## src/rtl/pcap_dma_pkg.sv

```systemverilog
// rtl/pcap_dma_pkg.sv - shared flag indices, FSM states and status-word layout for the capture DMA controller
package pcap_dma_pkg;

    localparam int FLG_BLOCK  = 0;
    localparam int FLG_CAPT   = 1;
    localparam int FLG_TMO    = 2;
    localparam int FLG_DISARM = 3;
    localparam int FLG_UNDER  = 4;
    localparam int FLG_OVER   = 5;
    localparam int FLG_ARMED  = 6;
    localparam int FLG_LOST   = 7;

    localparam int ST_FLAGS_LSB = 0;
    localparam int ST_FLAGS_W   = 8;
    localparam int ST_CNT_LSB   = 16;
    localparam int ST_CNT_W     = 16;

    typedef enum logic {
        ST_IDLE   = 1'b0,
        ST_ACTIVE = 1'b1
    } state_e;

    function automatic logic [31:0] mk_status(input logic [ST_FLAGS_W-1:0] flags,
                                              input logic [ST_CNT_W-1:0]   cnt);
        logic [31:0] s;
        s = '0;
        s[ST_FLAGS_LSB +: ST_FLAGS_W] = flags;
        s[ST_CNT_LSB +: ST_CNT_W]     = cnt;
        return s;
    endfunction

endpackage

```

## src/rtl/pcap_dma_fifo.sv

```systemverilog
// rtl/pcap_dma_fifo.sv - synchronous FIFO with level output and optional OR-merge into tail when full
module pcap_dma_fifo #(
    parameter int WIDTH = 32,
    parameter int DEPTH = 4,
    parameter bit MERGE = 1'b0
) (
    input  logic                     clk_i,
    input  logic                     resetn_i,
    input  logic                     push_i,
    input  logic [WIDTH-1:0]         wdata_i,
    input  logic [WIDTH-1:0]         merge_i,
    input  logic                     pop_i,
    output logic [WIDTH-1:0]         rdata_o,
    output logic [$clog2(DEPTH):0]   level_o
);
    localparam int AW = $clog2(DEPTH);
    localparam logic [AW-1:0] PTR_ONE = AW'(1);
    localparam logic [AW:0]   CNT_ONE = (AW+1)'(1);
    localparam logic [AW:0]   CNT_MAX = (AW+1)'(DEPTH);

    logic [WIDTH-1:0] mem_q [DEPTH];
    logic [AW-1:0]    rd_q;
    logic [AW-1:0]    wr_q;
    logic [AW:0]      cnt_q;
    logic [AW-1:0]    tail;
    logic             empty;
    logic             full;
    logic             do_pop;
    logic             do_push;
    logic             do_merge;

    assign empty    = (cnt_q == '0);
    assign full     = (cnt_q == CNT_MAX);
    assign tail     = wr_q - PTR_ONE;
    assign do_pop   = pop_i && !empty;
    // A full FIFO still accepts a push when the head leaves in the same cycle.
    assign do_push  = push_i && (!full || do_pop);
    assign do_merge = MERGE && push_i && full && !do_pop;

    always_ff @(posedge clk_i) begin
        if (!resetn_i) begin
            rd_q  <= '0;
            wr_q  <= '0;
            cnt_q <= '0;
        end else begin
            if (do_pop) begin
                rd_q <= rd_q + PTR_ONE;
            end
            if (do_push) begin
                wr_q <= wr_q + PTR_ONE;
            end
            case ({do_push, do_pop})
                2'b10:   cnt_q <= cnt_q + CNT_ONE;
                2'b01:   cnt_q <= cnt_q - CNT_ONE;
                default: cnt_q <= cnt_q;
            endcase
        end
    end

    always_ff @(posedge clk_i) begin
        if (resetn_i) begin
            if (do_push) begin
                mem_q[wr_q] <= wdata_i;
            end else if (do_merge) begin
                mem_q[tail] <= mem_q[tail] | merge_i;
            end
        end
    end

    assign rdata_o = empty ? '0 : mem_q[rd_q];
    assign level_o = cnt_q;

endmodule

```

## src/rtl/pcap_dma_ctrl.sv

```systemverilog
// rtl/pcap_dma_ctrl.sv - capture DMA buffer sequencer: address table, block/timeout/done handling, IRQ status queue
module pcap_dma_ctrl
    import pcap_dma_pkg::*;
#(
    parameter int ADDR_DEPTH = 32,
    parameter int SMPL_W     = 16,
    parameter int STAT_DEPTH = 4
) (
    input  logic                          clk_i,
    input  logic                          resetn_i,
    input  logic                          arm_i,
    input  logic                          disarm_i,
    input  logic                          addr_wr_i,
    input  logic [31:0]                   addr_i,
    input  logic [SMPL_W-1:0]             block_smpls_i,
    input  logic [31:0]                   timeout_i,
    input  logic                          sample_valid_i,
    input  logic                          pcap_done_i,
    input  logic                          irq_ack_i,
    output logic [31:0]                   dma_addr_o,
    output logic                          dma_addr_valid_o,
    output logic                          irq_o,
    output logic [31:0]                   irq_status_o,
    output logic                          armed_o,
    output logic [$clog2(ADDR_DEPTH):0]   table_level_o
);
    localparam int TLW = $clog2(ADDR_DEPTH) + 1;
    localparam int SLW = $clog2(STAT_DEPTH) + 1;

    state_e            state_q, state_d;
    logic [SMPL_W-1:0] count_q, count_d;
    logic [SMPL_W-1:0] block_q, block_d;
    logic [31:0]       timer_q, timer_d;
    logic [31:0]       addr_q, addr_d;
    logic              vld_q, vld_d;

    logic [SMPL_W-1:0] cnt_inc;
    logic [SMPL_W-1:0] evt_cnt;
    logic [7:0]        flags;
    logic              blk_full;
    logic              tmo_hit;
    logic              tbl_pop;
    logic              tbl_empty;
    logic              tbl_full;
    logic [31:0]       tbl_head;
    logic [TLW-1:0]    tbl_level;
    logic [SLW-1:0]    stat_level;
    logic [31:0]       stat_word;
    logic [31:0]       stat_merge;

    assign tbl_empty = (tbl_level == '0);
    assign tbl_full  = (tbl_level == TLW'(ADDR_DEPTH));

    // Block size 0 wraps the SMPL_W-bit increment to 0, i.e. 2^SMPL_W words.
    assign cnt_inc  = count_q + SMPL_W'(sample_valid_i);
    assign blk_full = sample_valid_i && (cnt_inc == block_q);
    assign tmo_hit  = (timeout_i != 32'd0) && !sample_valid_i && (count_q != '0)
                      && ((timer_q + 32'd1) == timeout_i);

    always_comb begin
        state_d = state_q;
        count_d = count_q;
        block_d = block_q;
        timer_d = timer_q;
        addr_d  = addr_q;
        vld_d   = vld_q;
        tbl_pop = 1'b0;
        flags   = '0;
        evt_cnt = '0;
        case (state_q)
            ST_IDLE: begin
                if (arm_i) begin
                    if (!tbl_empty) begin
                        tbl_pop          = 1'b1;
                        addr_d           = tbl_head;
                        vld_d            = 1'b1;
                        count_d          = '0;
                        timer_d          = '0;
                        block_d          = block_smpls_i;
                        state_d          = ST_ACTIVE;
                        flags[FLG_ARMED] = 1'b1;
                    end else begin
                        flags[FLG_UNDER] = 1'b1;
                    end
                end
            end
            ST_ACTIVE: begin
                evt_cnt = cnt_inc;
                count_d = cnt_inc;
                if (sample_valid_i) begin
                    timer_d = '0;
                end else if (count_q != '0) begin
                    timer_d = timer_q + 32'd1;
                end
                if (pcap_done_i || disarm_i) begin
                    flags[FLG_CAPT]   = pcap_done_i;
                    flags[FLG_DISARM] = disarm_i;
                    flags[FLG_BLOCK]  = blk_full;
                    state_d           = ST_IDLE;
                    vld_d             = 1'b0;
                    count_d           = '0;
                    timer_d           = '0;
                end else if (blk_full || tmo_hit) begin
                    flags[FLG_BLOCK] = blk_full;
                    flags[FLG_TMO]   = tmo_hit;
                    count_d          = '0;
                    timer_d          = '0;
                    if (!tbl_empty) begin
                        tbl_pop = 1'b1;
                        addr_d  = tbl_head;
                    end else begin
                        flags[FLG_UNDER] = 1'b1;
                        vld_d            = 1'b0;
                        state_d          = ST_IDLE;
                    end
                end
            end
            default: state_d = ST_IDLE;
        endcase
        if (addr_wr_i && tbl_full && !tbl_pop) begin
            flags[FLG_OVER] = 1'b1;
        end
    end

    always_ff @(posedge clk_i) begin
        if (!resetn_i) begin
            state_q <= ST_IDLE;
            count_q <= '0;
            block_q <= '0;
            timer_q <= '0;
            addr_q  <= '0;
            vld_q   <= 1'b0;
        end else begin
            state_q <= state_d;
            count_q <= count_d;
            block_q <= block_d;
            timer_q <= timer_d;
            addr_q  <= addr_d;
            vld_q   <= vld_d;
        end
    end

    // Events in one cycle share a single status entry; a full queue folds them into the tail.
    assign stat_word  = mk_status(flags, ST_CNT_W'(evt_cnt));
    assign stat_merge = mk_status(flags | (8'd1 << FLG_LOST), '0);

    pcap_dma_fifo #(
        .WIDTH (32),
        .DEPTH (ADDR_DEPTH),
        .MERGE (1'b0)
    ) u_addr_tbl (
        .clk_i    (clk_i),
        .resetn_i (resetn_i),
        .push_i   (addr_wr_i),
        .wdata_i  (addr_i),
        .merge_i  (32'd0),
        .pop_i    (tbl_pop),
        .rdata_o  (tbl_head),
        .level_o  (tbl_level)
    );

    pcap_dma_fifo #(
        .WIDTH (32),
        .DEPTH (STAT_DEPTH),
        .MERGE (1'b1)
    ) u_stat_q (
        .clk_i    (clk_i),
        .resetn_i (resetn_i),
        .push_i   (flags != 8'd0),
        .wdata_i  (stat_word),
        .merge_i  (stat_merge),
        .pop_i    (irq_ack_i),
        .rdata_o  (irq_status_o),
        .level_o  (stat_level)
    );

    assign dma_addr_o       = addr_q;
    assign dma_addr_valid_o = vld_q;
    assign armed_o          = (state_q == ST_ACTIVE);
    assign irq_o            = (stat_level != '0);
    assign table_level_o    = tbl_level;

endmodule

```

## config.mk

```make
export PLATFORM = sky130hd
export DESIGN_NAME = pcap_dma_ctrl
export DESIGN_NICKNAME = d
export VERILOG_FILES = /design/src/rtl/pcap_dma_pkg.sv /design/src/rtl/pcap_dma_fifo.sv /design/src/rtl/pcap_dma_ctrl.sv
export SDC_FILE = /design/constraint.sdc
export NUM_CORES = 2
export LEC_CHECK = 0
export BUFFER_PORTS_ARGS = -buffer_cell sky130_fd_sc_hd__buf_2
export CAP_MARGIN = 20
export CORE_ASPECT_RATIO = 1.2
export CORE_MARGIN = 10
export CORE_UTILIZATION = 60
export CTS_CLUSTER_DIAMETER = 30
export DETAILED_ROUTE_END_ITERATION = 10
export GPL_ROUTABILITY_DRIVEN = 0
export PLACE_DENSITY = 0.74
export RECOVER_POWER = 25
export SLEW_MARGIN = 15
export SYNTH_ARGS = -nofsm -noshare
export SYNTH_HDL_FRONTEND = slang
export SYNTH_SLANG_ARGS = --single-unit
export TNS_END_PERCENT = 50
```

## constraint.sdc

```tcl
create_clock -name clk_i -period 9 [get_ports clk_i]
set_clock_uncertainty 0.1 [all_clocks]
set_input_delay 1.8 -clock clk_i [delete_from_list [all_inputs] [get_ports clk_i]]
set_output_delay 1.8 -clock clk_i [all_outputs]
set_load 0.02 [all_outputs]
```

==> flow_results.org <==
** Status
- The run finished, with violations left.
- The final reports fail on max-capacitance violations, max-slew violations.

** Clocking
- Bufs on Longest Clock Path :: 3
- Root buffer cell :: sky130_fd_sc_hd__clkbuf_16
- The number of gates resized after CTS was 0.
- Once the clock tree was built, the setup fixing pass inserted 0 buffers.
- Clock tree from TritonCTS :: done
- Insertion delay of the later-clocked pin in the worst-skew pair :: 0.77 ns
- The H-tree was split into 4 levels.
- The clock net in this run drives a total of 1280 sinks.
- Buffers inserted during clock tree synthesis total 186.
- Hold repair after CTS inserted 0 buffers.
- Reg clk slew, reported paths :: 0.05 ns

** Die
- From bottom edge to top edge, the die measures 344 um.
- 161 I/O pins were placed.
- Initial core utilization :: 0.607
- In this run the core area contains 118 standard-cell rows.
- The core region is 86700 um2.
- Die Outline Area :: 99900 um2
- In this run the horizontal extent of the chip is 290 um.

** Setup path
- At the worst endpoint, the arrival time is 6.84 ns.
- The worst setup path is of the register to register kind.
- Origin of the critical flop-to-flop path :: timer_q[0]$_SDFFE_PN0P_
- STA classifies the critical path startpoint as a register.
- In this run the register-to-register setup slack is 2.75 ns.
- Tracing the worst setup path back leads to its startpoint at timer_q[0]$_SDFFE_PN0P_.
- Biggest fanout along the worst timing path :: 10
- The worst setup path is captured at a register.
- Data required time at the worst endpoint :: 9.59 ns

** Finish
- Compared with the post-synthesis result, the final layout area differs by 15.9%.
- Filler Cell Count :: 5217
- Total area of sequential cells :: 37200 um2
- Ratio of cells with drive above 1 in the final layout :: 0.295
- Combined area of the multi-input logic cells :: 14600 um2
- The net count of the finished layout is 3105.

** Timing
- The final hold violation count is 0.
- The smallest clock period supported by the final layout is computed as 6.25 ns.
- Final cycle utilization of the critical path :: 0.694
- Setup repair after global routing missed its margin :: false
- At the pin with the least slew margin, the transition time is 2.01 ns.
- The final max-slew violation count is 792.
- The worst pin sits at a relative slew slack of -0.342.
- Total Negative Setup Slacks :: 0 ns
- Number of setup violations in the final report :: 0
- Static timing analysis puts the maximum clock frequency at 160 MHz.

** Place
- Detailed placement ended at an HPWL of 78800 um.
- The count of buffers added on input and output ports is 160.

** Synthesis
- Fraction of the yosys area taken by sequential cells :: 0.707
- Biggest area consumer among synthesized cells :: sky130_fd_sc_hd__edfxtp_1
- Yosys warnings :: 0
- Counting flops and latches in the post-synthesis netlist gives 1280.
- Count of cell types in the netlist :: 71
- The synthesized netlist occupies a cell area of 52600 um2.
- List of most frequent post-synthesis cells :: sky130_fd_sc_hd__edfxtp_1, sky130_fd_sc_hd__mux4_2, sky130_fd_sc_hd__clkbuf_1
- The synthesized design contains 1152 enable-type register cells.
- In the synthesized netlist the async set-or-reset flop fraction comes to 0.
- Among all cell types in the netlist, the one instantiated most often is sky130_fd_sc_hd__edfxtp_1.
- Yosys attributes the largest share of cell area to sky130_fd_sc_hd__edfxtp_1, sky130_fd_sc_hd__mux4_2, sky130_fd_sc_hd__dfxtp_1.
- Post-synthesis instance total :: 2818
- Net count after synthesis :: 2921
- Of the post-synthesis cell area, the dominant cell type holds 0.658.
- Primary flip-flop cell chosen by synthesis mapping :: sky130_fd_sc_hd__edfxtp_1
- A synthesized cell averages 18.7 um2.

** Routing
- The routed layout has 29200 vias.
- First-pass DRT Iterations :: 5
- After detailed routing, the number of remaining DRC violations is 0.
- The detailed router finished its first iteration with 3634 violations.
- Antenna-violating nets left :: 0
- Total wirelength of the detailed-routed design :: 133000 um
- Mean routed wirelength per cell :: 30.9 um
- Using the TritonRoute via totals, the vias-per-cell ratio works out to 6.79.

** Global route
- Entering global routing, the biggest net connects 129 pins.
- In the global route stage, overall resource usage came out at 0.267.
- The initial antenna violation count came to 2.
- Leftover overflow at the end of global routing :: 0
- First-pass GRT wire length :: 197000 um
- The via count of the first global-routing pass came to 29300.

** Hold path
- In this run the worst hold path is classified as register to register.
- Hold wc startpoint :: block_q[1]$_SDFFE_PN0P_

** Power and ir drop
- Ratio of total power to cell area :: 293 nW/um2
- IR analysis of the VDD net gives a maximum drop of 0.265 mV.
- In this run the static leakage power is 19.3 nW.
- After layout, the design draws a total of 17.9 mW.

** Flow run
- Maxcap violations :: 24
flip-flops by register name, indices dropped and copies added, names as in the netlist, named ones only:
register	flops
block_q	16
u_addr_tbl.mem_q	1024
dma_addr_o	32
u_addr_tbl.rd_q	5
timer_q	32
dma_addr_valid_o	1
u_stat_q.rd_q	2
u_addr_tbl.level_o	6
armed_o	1
u_stat_q.mem_q	128
u_addr_tbl.wr_q	5
u_stat_q.wr_q	2
u_stat_q.level_o	3
count_q	16
final cells by class:
| type | instances | area share |
|---|---|---|
| diodes | 1 | 0.0000411 |
| clock buffers | 210 | 0.0790 |
| clock inverters | 138 | 0.0277 |
| inverters | 33 | 0.00207 |
| multi-input cells | 1310 | 0.240 |
| flip-flops and latches | 1280 | 0.610 |
| well taps | 1140 | 0.0234 |
| repair buffers | 191 | 0.0179 |
metal layers:
| metal | part of all wire | track usage | wire length [um] |
|---|---|---|---|
| met1 | 0.38 | 0.377 | 51100 |
| met4 | 0.045 | 0.118 | 5960 |
| met3 | 0.11 | 0.0585 | 14100 |
| met5 | 0 | 0 | 0 |
| met2 | 0.47 | 0.403 | 61900 |
layout by cell type, fill, tap and decap left out, types with 26 or more instances in the layout:
cell | netlist | layout
sky130_fd_sc_hd__edfxtp_1 | 1152 | 1152
sky130_fd_sc_hd__mux4_2 | 383 | 383
sky130_fd_sc_hd__clkbuf_16 | 0 | 187
sky130_fd_sc_hd__buf_2 | 18 | 136
sky130_fd_sc_hd__dfxtp_1 | 128 | 120
sky130_fd_sc_hd__nand2_1 | 108 | 107
sky130_fd_sc_hd__a21oi_1 | 72 | 71
sky130_fd_sc_hd__nor3_1 | 62 | 62
sky130_fd_sc_hd__nor2_1 | 59 | 56
sky130_fd_sc_hd__xnor2_1 | 45 | 45
sky130_fd_sc_hd__nand3_1 | 43 | 43
sky130_fd_sc_hd__mux2i_1 | 43 | 43
sky130_fd_sc_hd__clkbuf_1 | 134 | 42
sky130_fd_sc_hd__and2_1 | 42 | 41
sky130_fd_sc_hd__o21ai_0 | 41 | 41
sky130_fd_sc_hd__a211oi_1 | 40 | 40
sky130_fd_sc_hd__and3_2 | 0 | 32
sky130_fd_sc_hd__inv_1 | 31 | 31
sky130_fd_sc_hd__xor2_1 | 27 | 27
sky130_fd_sc_hd__o21ai_1 | 26 | 26
worst paths after layout:
check / cells past startpoint / to
setup / recovery: 18 / u_addr_tbl.level_o[5]$_SDFFE_PN0P_
hold / removal: 2 / block_q[1]$_SDFFE_PN0P_
setup reg to reg: 18 / u_addr_tbl.level_o[5]$_SDFFE_PN0P_
hold reg to reg: 2 / block_q[1]$_SDFFE_PN0P_
cell families (layout without fill, tap and decap cells):
| family | count (synthesis) | count (layout) | share of synthesized area |
|---|---|---|---|
| AO/OA/AOI/OAI | 283 | 283 | 0.0351 |
| XOR/XNOR | 73 | 73 | 0.0124 |
| adder cells (fa/ha/maj) | 15 | 15 | 0.00385 |
| other | 0 | 1 | 0 |
| AND/OR/NAND/NOR | 513 | 513 | 0.0529 |
| multiplexers | 426 | 426 | 0.172 |
| flip-flops | 1280 | 1280 | 0.707 |
| buffers and inverters | 228 | 572 | 0.0169 |
where the power goes:
group / internal, mW / total, mW / switching, mW
logic: 1.51 / 3.52 / 2.01
clock network: 4.58 / 7.43 / 2.84
registers: 6.70 / 6.91 / 0.206
critical path: stages (launching register included):
cell and delay (ns):
sky130_fd_sc_hd__dfxtp_1 0.47, sky130_fd_sc_hd__ha_1 0.31, sky130_fd_sc_hd__nand3_1 0.27, sky130_fd_sc_hd__or4_1 0.80, sky130_fd_sc_hd__or4_1 0.57, sky130_fd_sc_hd__xnor2_1 0.19
sky130_fd_sc_hd__o2111ai_1 0.24, sky130_fd_sc_hd__nor4_4 0.84, sky130_fd_sc_hd__o21ai_1 0.35, sky130_fd_sc_hd__nand2_2 0.17, sky130_fd_sc_hd__ha_1 0.36, sky130_fd_sc_hd__ha_1 0.30
sky130_fd_sc_hd__a21o_1 0.17, sky130_fd_sc_hd__a21oi_1 0.22, sky130_fd_sc_hd__o21bai_1 0.10, sky130_fd_sc_hd__a21oi_1 0.18, sky130_fd_sc_hd__xor2_1 0.09, sky130_fd_sc_hd__or3_1 0.31
sky130_fd_sc_hd__a21oi_1 0.15
per-stage QoR:
step                utilization  setup WS [ns]  hold WS [ns]  std cells  area [um2]
floorplan                     -           1.67         0.337       2818       52600
global placement          0.628           2.36         0.357       3949       54400
detailed placement        0.628           2.19         0.357       3950       54400
CTS                       0.703           2.58         0.391       4298       60900
global route              0.703           2.41         0.416       4303       60900
finish                    0.703           2.75         0.386       4303       60900
(Power assumes the default switching activity.)
